## src/rtl/seq_arith_serial_addsub_if.sv

```systemverilog
// Bit-serial add/sub stream bundle: LSB-first operand bits in, registered
// result bits and word-end flags out.
interface seq_arith_serial_addsub_if;
  logic in_val;
  logic in0;
  logic in1;
  logic sub;
  logic out_val;
  logic out;
  logic out_last;
  logic cout;
  logic ovf;

  modport master (
    output in_val, in0, in1, sub,
    input  out_val, out, out_last, cout, ovf
  );

  modport slave (
    input  in_val, in0, in1, sub,
    output out_val, out, out_last, cout, ovf
  );
endinterface

```

## src/rtl/seq_arith_serial_addsub.sv

```systemverilog
// Parametrised bit-serial adder/subtractor, one bit pair per valid cycle,
// with per-word mode and registered last/carry/overflow flags.
module seq_arith_serial_addsub #(
  parameter int unsigned NBITS = 8
) (
  input logic                     clk,
  input logic                     reset,
  seq_arith_serial_addsub_if.slave bus
);

  localparam int unsigned CW = $clog2(NBITS);
  localparam logic [CW-1:0] LastCnt = CW'(NBITS - 1);

  logic [CW-1:0] cnt_q, cnt_d;
  logic          c_q, c_d;
  logic          m_q, m_d;
  logic          out_q, out_d;
  logic          out_val_q, out_val_d;
  logic          out_last_q, out_last_d;
  logic          cout_q, cout_d;
  logic          ovf_q, ovf_d;

  logic       first, is_last, mode, cin, b;
  logic [1:0] sum;

  // Bit 0 takes mode and carry-in straight from sub so a word starts clean.
  always_comb begin
    first   = (cnt_q == '0);
    is_last = (cnt_q == LastCnt);
    mode    = first ? bus.sub : m_q;
    cin     = first ? bus.sub : c_q;
    b       = bus.in1 ^ mode;
    sum     = {1'b0, bus.in0} + {1'b0, b} + {1'b0, cin};
  end

  always_comb begin
    cnt_d      = cnt_q;
    c_d        = c_q;
    m_d        = m_q;
    out_d      = out_q;
    out_val_d  = 1'b0;
    out_last_d = 1'b0;
    cout_d     = cout_q;
    ovf_d      = ovf_q;
    if (bus.in_val) begin
      m_d        = mode;
      out_d      = sum[0];
      out_val_d  = 1'b1;
      out_last_d = is_last;
      if (is_last) begin
        cnt_d  = '0;
        c_d    = 1'b0;
        cout_d = sum[1];
        ovf_d  = cin ^ sum[1];
      end else begin
        cnt_d = cnt_q + CW'(1);
        c_d   = sum[1];
      end
    end
  end

  always_ff @(posedge clk) begin
    if (reset) begin
      cnt_q      <= '0;
      c_q        <= 1'b0;
      m_q        <= 1'b0;
      out_q      <= 1'b0;
      out_val_q  <= 1'b0;
      out_last_q <= 1'b0;
      cout_q     <= 1'b0;
      ovf_q      <= 1'b0;
    end else begin
      cnt_q      <= cnt_d;
      c_q        <= c_d;
      m_q        <= m_d;
      out_q      <= out_d;
      out_val_q  <= out_val_d;
      out_last_q <= out_last_d;
      cout_q     <= cout_d;
      ovf_q      <= ovf_d;
    end
  end

  assign bus.out      = out_q;
  assign bus.out_val  = out_val_q;
  assign bus.out_last = out_last_q;
  assign bus.cout     = cout_q;
  assign bus.ovf      = ovf_q;

endmodule

```

## src/flat_wrapper.sv

```systemverilog
// flat-port wrapper written by rule: the top's interface ports become plain ports
module seq_arith_serial_addsub_flat 
#(
  parameter int unsigned NBITS = 8
)
  (clk, reset, bus_in_val, bus_in0, bus_in1, bus_sub, bus_out_val, bus_out, bus_out_last, bus_cout, bus_ovf);
  seq_arith_serial_addsub_if bus_i ();
  input logic clk;
  input logic reset;
  input wire logic [$bits(bus_i.in_val)-1:0] bus_in_val;
  input wire logic [$bits(bus_i.in0)-1:0] bus_in0;
  input wire logic [$bits(bus_i.in1)-1:0] bus_in1;
  input wire logic [$bits(bus_i.sub)-1:0] bus_sub;
  output wire logic [$bits(bus_i.out_val)-1:0] bus_out_val;
  output wire logic [$bits(bus_i.out)-1:0] bus_out;
  output wire logic [$bits(bus_i.out_last)-1:0] bus_out_last;
  output wire logic [$bits(bus_i.cout)-1:0] bus_cout;
  output wire logic [$bits(bus_i.ovf)-1:0] bus_ovf;
  assign bus_i.in_val = bus_in_val;
  assign bus_i.in0 = bus_in0;
  assign bus_i.in1 = bus_in1;
  assign bus_i.sub = bus_sub;
  assign bus_out_val = bus_i.out_val;
  assign bus_out = bus_i.out;
  assign bus_out_last = bus_i.out_last;
  assign bus_cout = bus_i.cout;
  assign bus_ovf = bus_i.ovf;
  seq_arith_serial_addsub #(.NBITS(NBITS)) u_core (.clk(clk), .reset(reset), .bus(bus_i));
endmodule
```

## config.mk

```make
export PLATFORM = sky130hd
export DESIGN_NAME = seq_arith_serial_addsub_flat
export DESIGN_NICKNAME = d
export VERILOG_FILES = /design/src/rtl/seq_arith_serial_addsub_if.sv /design/src/rtl/seq_arith_serial_addsub.sv /design/src/flat_wrapper.sv
export SDC_FILE = /design/constraint.sdc
export NUM_CORES = 1
export LEC_CHECK = 0
export CAP_MARGIN = 20
export CORE_AREA = 2 2 39 41
export DETAILED_ROUTE_END_ITERATION = 6
export DIE_AREA = 0 0 41 43
export GPL_TIMING_DRIVEN = 0
export PLACE_DENSITY = 0.67
export SLEW_MARGIN = 20
export SYNTH_ARGS = -nofsm -noshare
export SYNTH_HDL_FRONTEND = slang
export SYNTH_SLANG_ARGS = --single-unit
```

## constraint.sdc

```tcl
create_clock -name clk -period 5.2 [get_ports clk]
set_input_delay 0.78 -clock clk [delete_from_list [all_inputs] [get_ports clk]]
set_output_delay 0.78 -clock clk [all_outputs]
set_load 0.03 [all_outputs]
```

# After elaboration in Yosys (flattened, before gate mapping)
# Cells that the tools add are included.
dict set report classes {
  bitwise_logic 3
  eq_ne 1
  muxes 5
  n_reduce_logical 3
  add_sub_neg 3
}
# operator count
set ops {}
lappend ops {{1-bit two-way mux} 4}
lappend ops {{3-bit by 1-bit adder with 3-bit output, second input constant} 1}
lappend ops {{3-bit == test, second input constant} 1}
lappend ops {{3-bit logical NOT} 1}
lappend ops {{3-bit two-way mux} 1}
lappend ops {{1-bit by 1-bit adder with 2-bit output} 1}
lappend ops {{2-bit by 1-bit adder with 2-bit output} 1}
lappend ops {{2-bit AND reduction} 1}
lappend ops {{2-bit OR reduction} 1}
lappend ops {{1-bit XOR} 2}
lappend ops {{1-bit NOT} 1}
dict set report word_totals {
  output_inout_bits 5
  register_bits 10
  word_cells 23
  inputBits 6
}

# Depth between registers and ports, before layout
# Gate-level depths: netlist (run 1).
dict set report depth {
  word_depth 6
  depth_mapped 9
  depth_no_buf 9
}

# Worst setup path after synthesis (run 1)
# Ideal clock, no wire load.
dict set report synth_path {
  path_type {input to register}
  start {input port bus_sub}
  end {register u_core.ovf_q (netlist: u_core.bus.ovf)}
  setup_ns 0.103
  arrival_time_ns 2.030
  path_buffers 0
  path_stages 7
  t_required_ns 5.097
  path_slack_ns 3.066
  cell_sequence {and3b_1 a21oi_1 xor2_1 fa_1 nand3_1 a211oi_1 a2111oi_2}
}
dict set report synth_between {
  elab_chain_len 5
  elab_cells_between_ends 6
}
# item line_no
set synth_lines {}
lappend synth_lines {{start, declared} flat_wrapper.sv:13} ;# input wire logic [$bits(bus_i.sub)-1:0] bus_sub;
lappend synth_lines {{1-bit two-way mux} seq_arith_serial_addsub.sv:30} ;# mode = first ? bus.sub : m_q;
lappend synth_lines {{1-bit XOR} seq_arith_serial_addsub.sv:32} ;# b = bus.in1 ^ mode;
lappend synth_lines {{1-bit by 1-bit adder with 2-bit output} seq_arith_serial_addsub.sv:33} ;# sum = {1'b0, bus.in0} + {1'b0, b} + {1'b0, cin};
lappend synth_lines {{2-bit by 1-bit adder with 2-bit output} seq_arith_serial_addsub.sv:33}
lappend synth_lines {{1-bit XOR *} seq_arith_serial_addsub.sv:54} ;# ovf_d = cin ^ sum[1];
lappend synth_lines {{end signal, assigned} seq_arith_serial_addsub.sv:80} ;# ovf_q <= ovf_d;
lappend synth_lines {{end, declared} seq_arith_serial_addsub.sv:21} ;# logic ovf_q, ovf_d;
# Mark *: on every way between the ends. The rest lies on a longest branch, timed or not.
# A chain may end at the register's enable or synchronous reset.

# Worst setup path after layout (run 1)
# Same ends and word-level chain as after synthesis.

==> flow_summary_export.csv, run 1 <==
group,metric,value,unit
run_status,status,"finished clean",
timing,relSlewSlack,68.4,%
synthesis,synth_most_common_cell,"dfxtp_1",
timing,min_period,2.42,ns
synthesis,synthFlopType,"dfxtp_1",
critical_path,crit_chain,"clkdlybuf4s50_1 > and3b_1 > a21oi_1 > xor2_1 > fa_1 > nand3_1 > a211oi_1 > a2111oi_2",
placed_design,place_ws,2.49,ns
critical_path,cp.required,5.37,ns
flow_run,maxCapViolations,0,
synthesis,synth_top_cells_by_count,"10 x dfxtp_1, 9 x nor2_1, 4 x a21oi_1, 4 x inv_1, 4 x mux2i_1",
timing,fin_ws,2.78,ns
synthesis,ys_ff_latch,10,
synthesis,synth_area_leaders,"dfxtp_1 41%, mux2i_1 8.2%, ha_1 7.7%",
placed_design,globalplace.congestion,0.707,
power_and_ir_drop,power_density,274,mW/mm2
synthesis,syn_inst,52,
timing,finClkSkew,0.00297,ns
floorplan,ioPinCount,11,
clock_tree,cts_sinks,10,
drt,dr.pass1.iters,4,
floorplan,dieArea,0.00176,mm2
drt,drtIter0Drc,6,
timing,fmax,414,MHz
hold_path,hold_class,"flop to flop",
drt,num_vias,379,
critical_path,critical_path_class,"input port to flop",
cells_and_area,antenna_cells,0,
synthesis,synth-async-reset-ratio,0,%
floorplan,core_area,0.00138,mm2
placed_design,port_buffers,9,
synthesis,syn_area_per_cell,9.34,um2
placed_design,dp_cells,77,
clock_tree,cts_tree,"done",
clock_tree,clk_pin_slew,0.06,ns
drt,vias_per_cell,4.74,
synthesis,synth_compound_area_share,13.7,%
critical_path,worst_ep_arrival_time,2.58,ns
critical_path,critPathMaxStageDelay,0.47,ns
floorplan,die_y,43,um
drt,wire_per_inst,10.5,um
synthesis,synth.yosys.seq_area_share,41.2,%
critical_path,cp_max_fo,4,
synthesis,synth_nets,62,
timing,slew_violations,0,
floorplan,rows,14,
drt,drc,0,
clock_tree,htree_levels,1,
power_and_ir_drop,leakage,0.262,nW
clock_tree,cts_made_buffers,3,
critical_path,slowest_stage,"clkdlybuf4s50_1",
timing,finalSetupViolations,0,
synthesis,ys_warn_count,0,
cells_and_area,final_nets,76,
cells_and_area,fin_util,44.7,%
placed_design,dp.final_hpwl,589,um
timing,grt_setup_unrepaired,"no",
clock_tree,clk_latency,0.27,ns
global_routing,grt_pass1_vias,330,
synthesis,netlist.area_leader.share,41.2,%
synthesis,synthXorXnorAreaFrac,1.80,%
critical_path,startpoint_type,"input port",
timing,fin_crit_sh,46.5,%
synthesis,synth-edff-count,0,
critical_path,cp-end-kind,"flop",
global_routing,gr-usage-all-layers,13.0,%
cells_and_area,final_layout_size_suffix_gt1_share,7.81,%
floorplan,fp.dieW,41,um
clock_tree,cts_resized,0,
global_routing,grt_overflow,0,
synthesis,yosys.area_share.adder,11.9,%
synthesis,synth_mux_area_share,8.25,%
clock_tree,root_buffer,"clkbuf_4",
synthesis,synthDistinctLibCells,20,
clock_tree,hold_buffers,0,
global_routing,grt_max_degree,11,
drt,ant_nets,0,
clock_tree,cts_buffer_depth,2,
cells_and_area,fin_cells,80,
timing,finalHoldViolCount,0,
global_routing,antenna_found_initial,0,
cells_and_area,syn2layout_area_growth,27.3,%
synthesis,synth-simple-area-share,17.5,%
global_routing,grt_first_pass_wirelength,1490,um
synthesis,yosysTopAreaCell,"dfxtp_1",
placed_design,dpl_cell_area,596,um2
drt,routed_wl,841,um
timing,finalSetupTns,0,ns
cells_and_area,fin_area,618,um2
synthesis,synth_top_family_by_area,"simple AND/OR/NAND/NOR gates",
timing,tightest_slew,0.475,ns
floorplan,initial_core_util,35.1,%
clock_tree,cts_setup_buffers,0,
power_and_ir_drop,max-vdd-ir-drop,0.000111,V
synthesis,syn-cell-area,485,um2
==> kinds of logic (layout without fill, tap and decap cells) <==
family | Yosys count | in the layout
and+or+nand+nor | 17 | 17
adders and majority gates | 4 | 4
DFF | 10 | 10
buffers and inverters | 7 | 19
xor gates and xnor gates | 1 | 1
muxes | 4 | 4
AOI/OAI and AO/OA | 9 | 9
==> layout by cell type (no fill, tap or decap) <==
master,Yosys,layout
dfxtp_1,10,10
nor2_1,9,9
clkdlybuf4s50_1,0,9
inv_1,4,4
a21oi_1,4,4
mux2i_1,4,4
ha_1,3,3
clkbuf_4,0,3
nand2b_1,2,2
clkbuf_1,2,2
a211oi_1,2,2
nand3b_1,2,2
and3b_1,1,1
a21o_1,1,1
xor2_1,1,1
nand2_1,1,1
nand3_1,1,1
a2111oi_2,1,1
buf_2,1,1
a311oi_1,1,1
nor2b_1,1,1
fa_1,1,1
==> where the power goes <==
| group | switching (mW) | internal [mW] | total (mW) |
|---|---|---|---|
| clock network | 0.0272 | 0.0268 | 0.0540 |
| logic | 0.0171 | 0.0148 | 0.0319 |
| registers | 0.00247 | 0.0807 | 0.0832 |
==> worst paths after layout <==
check	from	end	slack [ns]	cells after the start
max	bus_sub	u_core.bus.ovf	2.78	8
min	u_core.bus.out	u_core.bus.out	0.48	2
max reg2reg	u_core.cnt_q[0]	u_core.bus.ovf	3.04	9
min reg2reg	u_core.bus.out	u_core.bus.out	0.48	2
==> stage by stage <==
step	hold WS, ns	total power, mW
global placement	0.465	0.116
CTS	0.479	0.171
finish	0.476	0.169
detailed placement	0.470	0.117
global route	0.495	0.180
floorplan	0.462	0.107
==> worst max-delay path: cells and delay by family <==
family / cells / cell delay, ns
AO/OA/AOI/OAI: 3 / 0.45
XOR/XNOR: 1 / 0.15
adder cells (fa/ha/maj): 1 / 0.43
buffers and inverters: 1 / 0.47
AND/OR/NAND/NOR: 2 / 0.31
==> layout make-up <==
class | count | area [um2]
plain buffers | 3 | 12.5
repair buffers | 9 | 90.1
multi-input cells | 35 | 258
clock buffers | 3 | 22.5
flip-flops and latches | 10 | 200
well taps | 16 | 20.0
inverters | 4 | 15.0
fillers | 131 | 766
==> registers in the layout (all words and copies together), names as in the netlist <==
| signal | flops |
|---|---|
| u_core.bus.out_val | 1 |
| u_core.cnt_q | 3 |
| u_core.bus.ovf | 1 |
| u_core.m_q | 1 |
| u_core.bus.out_last | 1 |
| u_core.bus.cout | 1 |
| u_core.bus.out | 1 |
| u_core.c_q | 1 |
==> per-layer routing <==
| metal | track usage (%) | wire, um | vias to the layer above |
|---|---|---|---|
| li1 | - | - | 203 |
| met1 | 19.2 | 445 | 163 |
| met2 | 13.4 | 334 | 9 |
| met3 | 4.71 | 31 | 4 |
| met4 | 12.0 | 30 | 0 |
| met5 | 0 | 0 | - |
(Power assumes the default switching activity.)
==> inputs of run 2 (changes only) <==
PLACE_DENSITY = 0.69   (was 0.67)
clock period = 2.2 ns   (was 5.2 ns; I/O delays follow)
==> run 2 against run 1 <==
- global-route usage is 0.21 points higher
- register-to-register slack got worse by 2.8 ns
- non-clock buffer count stayed put
- combinational power is 150% higher
- sequential share of layout area down 0.19 points
- via count up 4.2%
- sequential power is 140% higher
- cell area is 1.2% higher
- sequential cell count stayed put
- highest routed layer unchanged
- count of clock-buffer cells in the layout unchanged
- critical path type is now flop to flop
- final cell count stayed put
- die area unchanged
==> flow_summary_export.csv, run 2 (synthesis gave the netlist of run 1 again) <==
group,metric,value,unit
run_status,status,"finished clean",
timing,tightest_slew,0.439,ns
timing,fin_ws,0.195,ns
cells_and_area,largest_reg_flops,3,
power_and_ir_drop,leakage,0.262,nW
power_and_ir_drop,max-vdd-ir-drop,0.000240,V
global_routing,grt_use_met3,9.42,%
timing,finalHoldViolCount,0,
drt,num_vias,395,
power_and_ir_drop,comb_power_share,19.6,%
floorplan,die_y,43,um
critical_path,cp.required,2.37,ns
clock_tree,root_buffer,"clkbuf_4",
clock_tree,cts_sinks,10,
critical_path,critical_path_class,"flop to flop",
clock_tree,cts_resized,0,
hold_path,worstHoldPathCells,2,
power_and_ir_drop,switchingPower,0.107,mW
floorplan,ioPinCount,11,
placed_design,globalplace.congestion,0.754,
power_and_ir_drop,clockPowerShare,30.7,%
global_routing,gr-usage-met2,17.2,%
hold_path,min-delay-start,"reset",
timing,finalSetupViolations,0,
drt,drc,0,
power_and_ir_drop,switching_share,26.9,%
critical_path,reg2reg_from,"u_core.cnt_q[0]",
clock_tree,cts_setup_buffers,0,
global_routing,antenna_found_initial,0,
critical_path,worst_ep_arrival_time,2.17,ns
cells_and_area,fillers,139,
timing,whs,0.441,ns
hold_path,hold_class,"input port to flop",
floorplan,rows,14,
critical_path,critPathMaxStageDelay,0.37,ns
timing,fin_crit_sh,91.2,%
clock_tree,cts_made_buffers,3,
global_routing,use_met1,14.0,%
critical_path,crit_chain,"inv_1 > ha_1 > and3b_1 > a21oi_2 > xor2_1 > fa_2 > nand3_1 > a211oi_1 > a2111oi_2",
global_routing,gr-usage-all-layers,13.2,%
timing,finClkSkew,0.00134,ns
clock_tree,clk_pin_slew,0.06,ns
timing,grt_setup_unrepaired,"no",
critical_path,r2r-end,"u_core.bus.ovf",
placed_design,port_buffers,9,
timing,slew_violations,0,
critical_path,startpoint_type,"flop",
clock_tree,hold_buffers,0,
drt,vias_per_cell,4.94,
drt,wire_per_inst,10.4,um
cells_and_area,largest_register,"u_core.cnt_q",
critical_path,cp_max_fo,4,
floorplan,core_area,0.00138,mm2
critical_path,reg2reg_slack,0.19,ns
timing,min_period,2.01,ns
critical_path,slowest_stage,"fa_2",
floorplan,initial_core_util,35.1,%
global_routing,grt_first_pass_wirelength,1440,um
cells_and_area,final_cell_mix,"9 x nor2_1, 9 x clkdlybuf4s50_1, 9 x dfxtp_1",
clock_tree,cts_tree,"done",
drt,routed_wl,829,um
power_and_ir_drop,power_density,636,mW/mm2
placed_design,dp.final_hpwl,609,um
clock_tree,htree_levels,1,
power_and_ir_drop,power.internal,0.291,mW
flow_run,maxCapViolations,0,
power_and_ir_drop,pwr-share-seq,49.6,%
floorplan,dieArea,0.00176,mm2
critical_path,cp-end-kind,"flop",
global_routing,top_usage_layer,"met2",
placed_design,place_ws,-0.0591,ns
timing,fmax,499,MHz
hold_path,hold_end,"u_core.bus.out_last",
drt,drtIter0Drc,6,
global_routing,grt_max_degree,11,
global_routing,grt_pass1_vias,353,
timing,relSlewSlack,70.7,%
clock_tree,clk_latency,0.27,ns
cells_and_area,final_layout_size_suffix_gt1_share,12.5,%
cells_and_area,antenna_cells,0,
critical_path,reg2reg_depth,9,
drt,ant_nets,0,
drt,dr.pass1.iters,4,
cells_and_area,final_nets,76,
clock_tree,cts_buffer_depth,2,
cells_and_area,syn2layout_area_growth,28.9,%
global_routing,grt_overflow,0,
floorplan,fp.dieW,41,um
[run 2: cell counts in the layout (fill, tap and decap cells not counted)]
No cell type changed its count.
[run 2: metrics by stage]
stage | power (mW) | util [%] | cell area [um2] | setup TNS, ns | cells
3_3_place_gp | 0.275 | 43.0 | 596 | -0.0641 | 77
2_1_floorplan | 0.253 | - | 485 | 0 | 52
5_1_grt | 0.430 | 45.2 | 626 | 0 | 80
3_5_place_dp | 0.277 | 43.0 | 596 | -0.0591 | 77
4_1_cts | 0.402 | 44.7 | 618 | 0 | 80
6_report | 0.398 | 45.2 | 626 | 0 | 80
[run 2: layer usage]
metal  wire length, um  share of wire (%)
met1               368                 44
met2               380                 46
met3                55                6.6
met4                24                2.9
met5                 0                  0
[run 2: worst max path at each step]
stage	from	endpoint	slack [ns]	cells after the start
2_1_floorplan	u_core.cnt_q[0]	u_core.bus.ovf	0.22	9
3_3_place_gp	bus_sub	u_core.bus.ovf	-0.06	8
3_5_place_dp	bus_sub	u_core.bus.ovf	-0.06	8
4_1_cts	u_core.cnt_q[0]	u_core.bus.ovf	0.03	9
5_1_grt	u_core.cnt_q[0]	u_core.bus.ovf	0.03	9
6_report	u_core.cnt_q[0]	u_core.bus.ovf	0.19	9
[run 2: final cells by class]
type	instances	area (um2)	area share [%]
Multi-Input combinational cell	35	264	42.2
Sequential cell	10	201	32.2
Timing Repair Buffer	9	90.1	14.4
Clock buffer	3	22.5	3.60
Tap cell	16	20.0	3.20
Inverter	4	15.0	2.40
Buffer	3	12.5	2.00
[run 2: critical path: cells and delay by family, from the launching register on]
kind | cells | cell delay, ns
XOR/XNOR | 1 | 0.09
adder cells (fa/ha/maj) | 2 | 0.59
AO/OA/AOI/OAI | 3 | 0.51
flip-flops | 1 | 0.35
buffers and inverters | 1 | 0.05
AND/OR/NAND/NOR | 2 | 0.31
[run 2: power by group through the flow]
stage,combinational (mW),sequential [mW],clock [mW]
6_report,0.0782,0.198,0.122
5_1_grt,0.0878,0.199,0.144
4_1_cts,0.0760,0.197,0.129
3_5_place_dp,0.0756,0.201,0
3_3_place_gp,0.0746,0.201,0
2_1_floorplan,0.0461,0.207,0
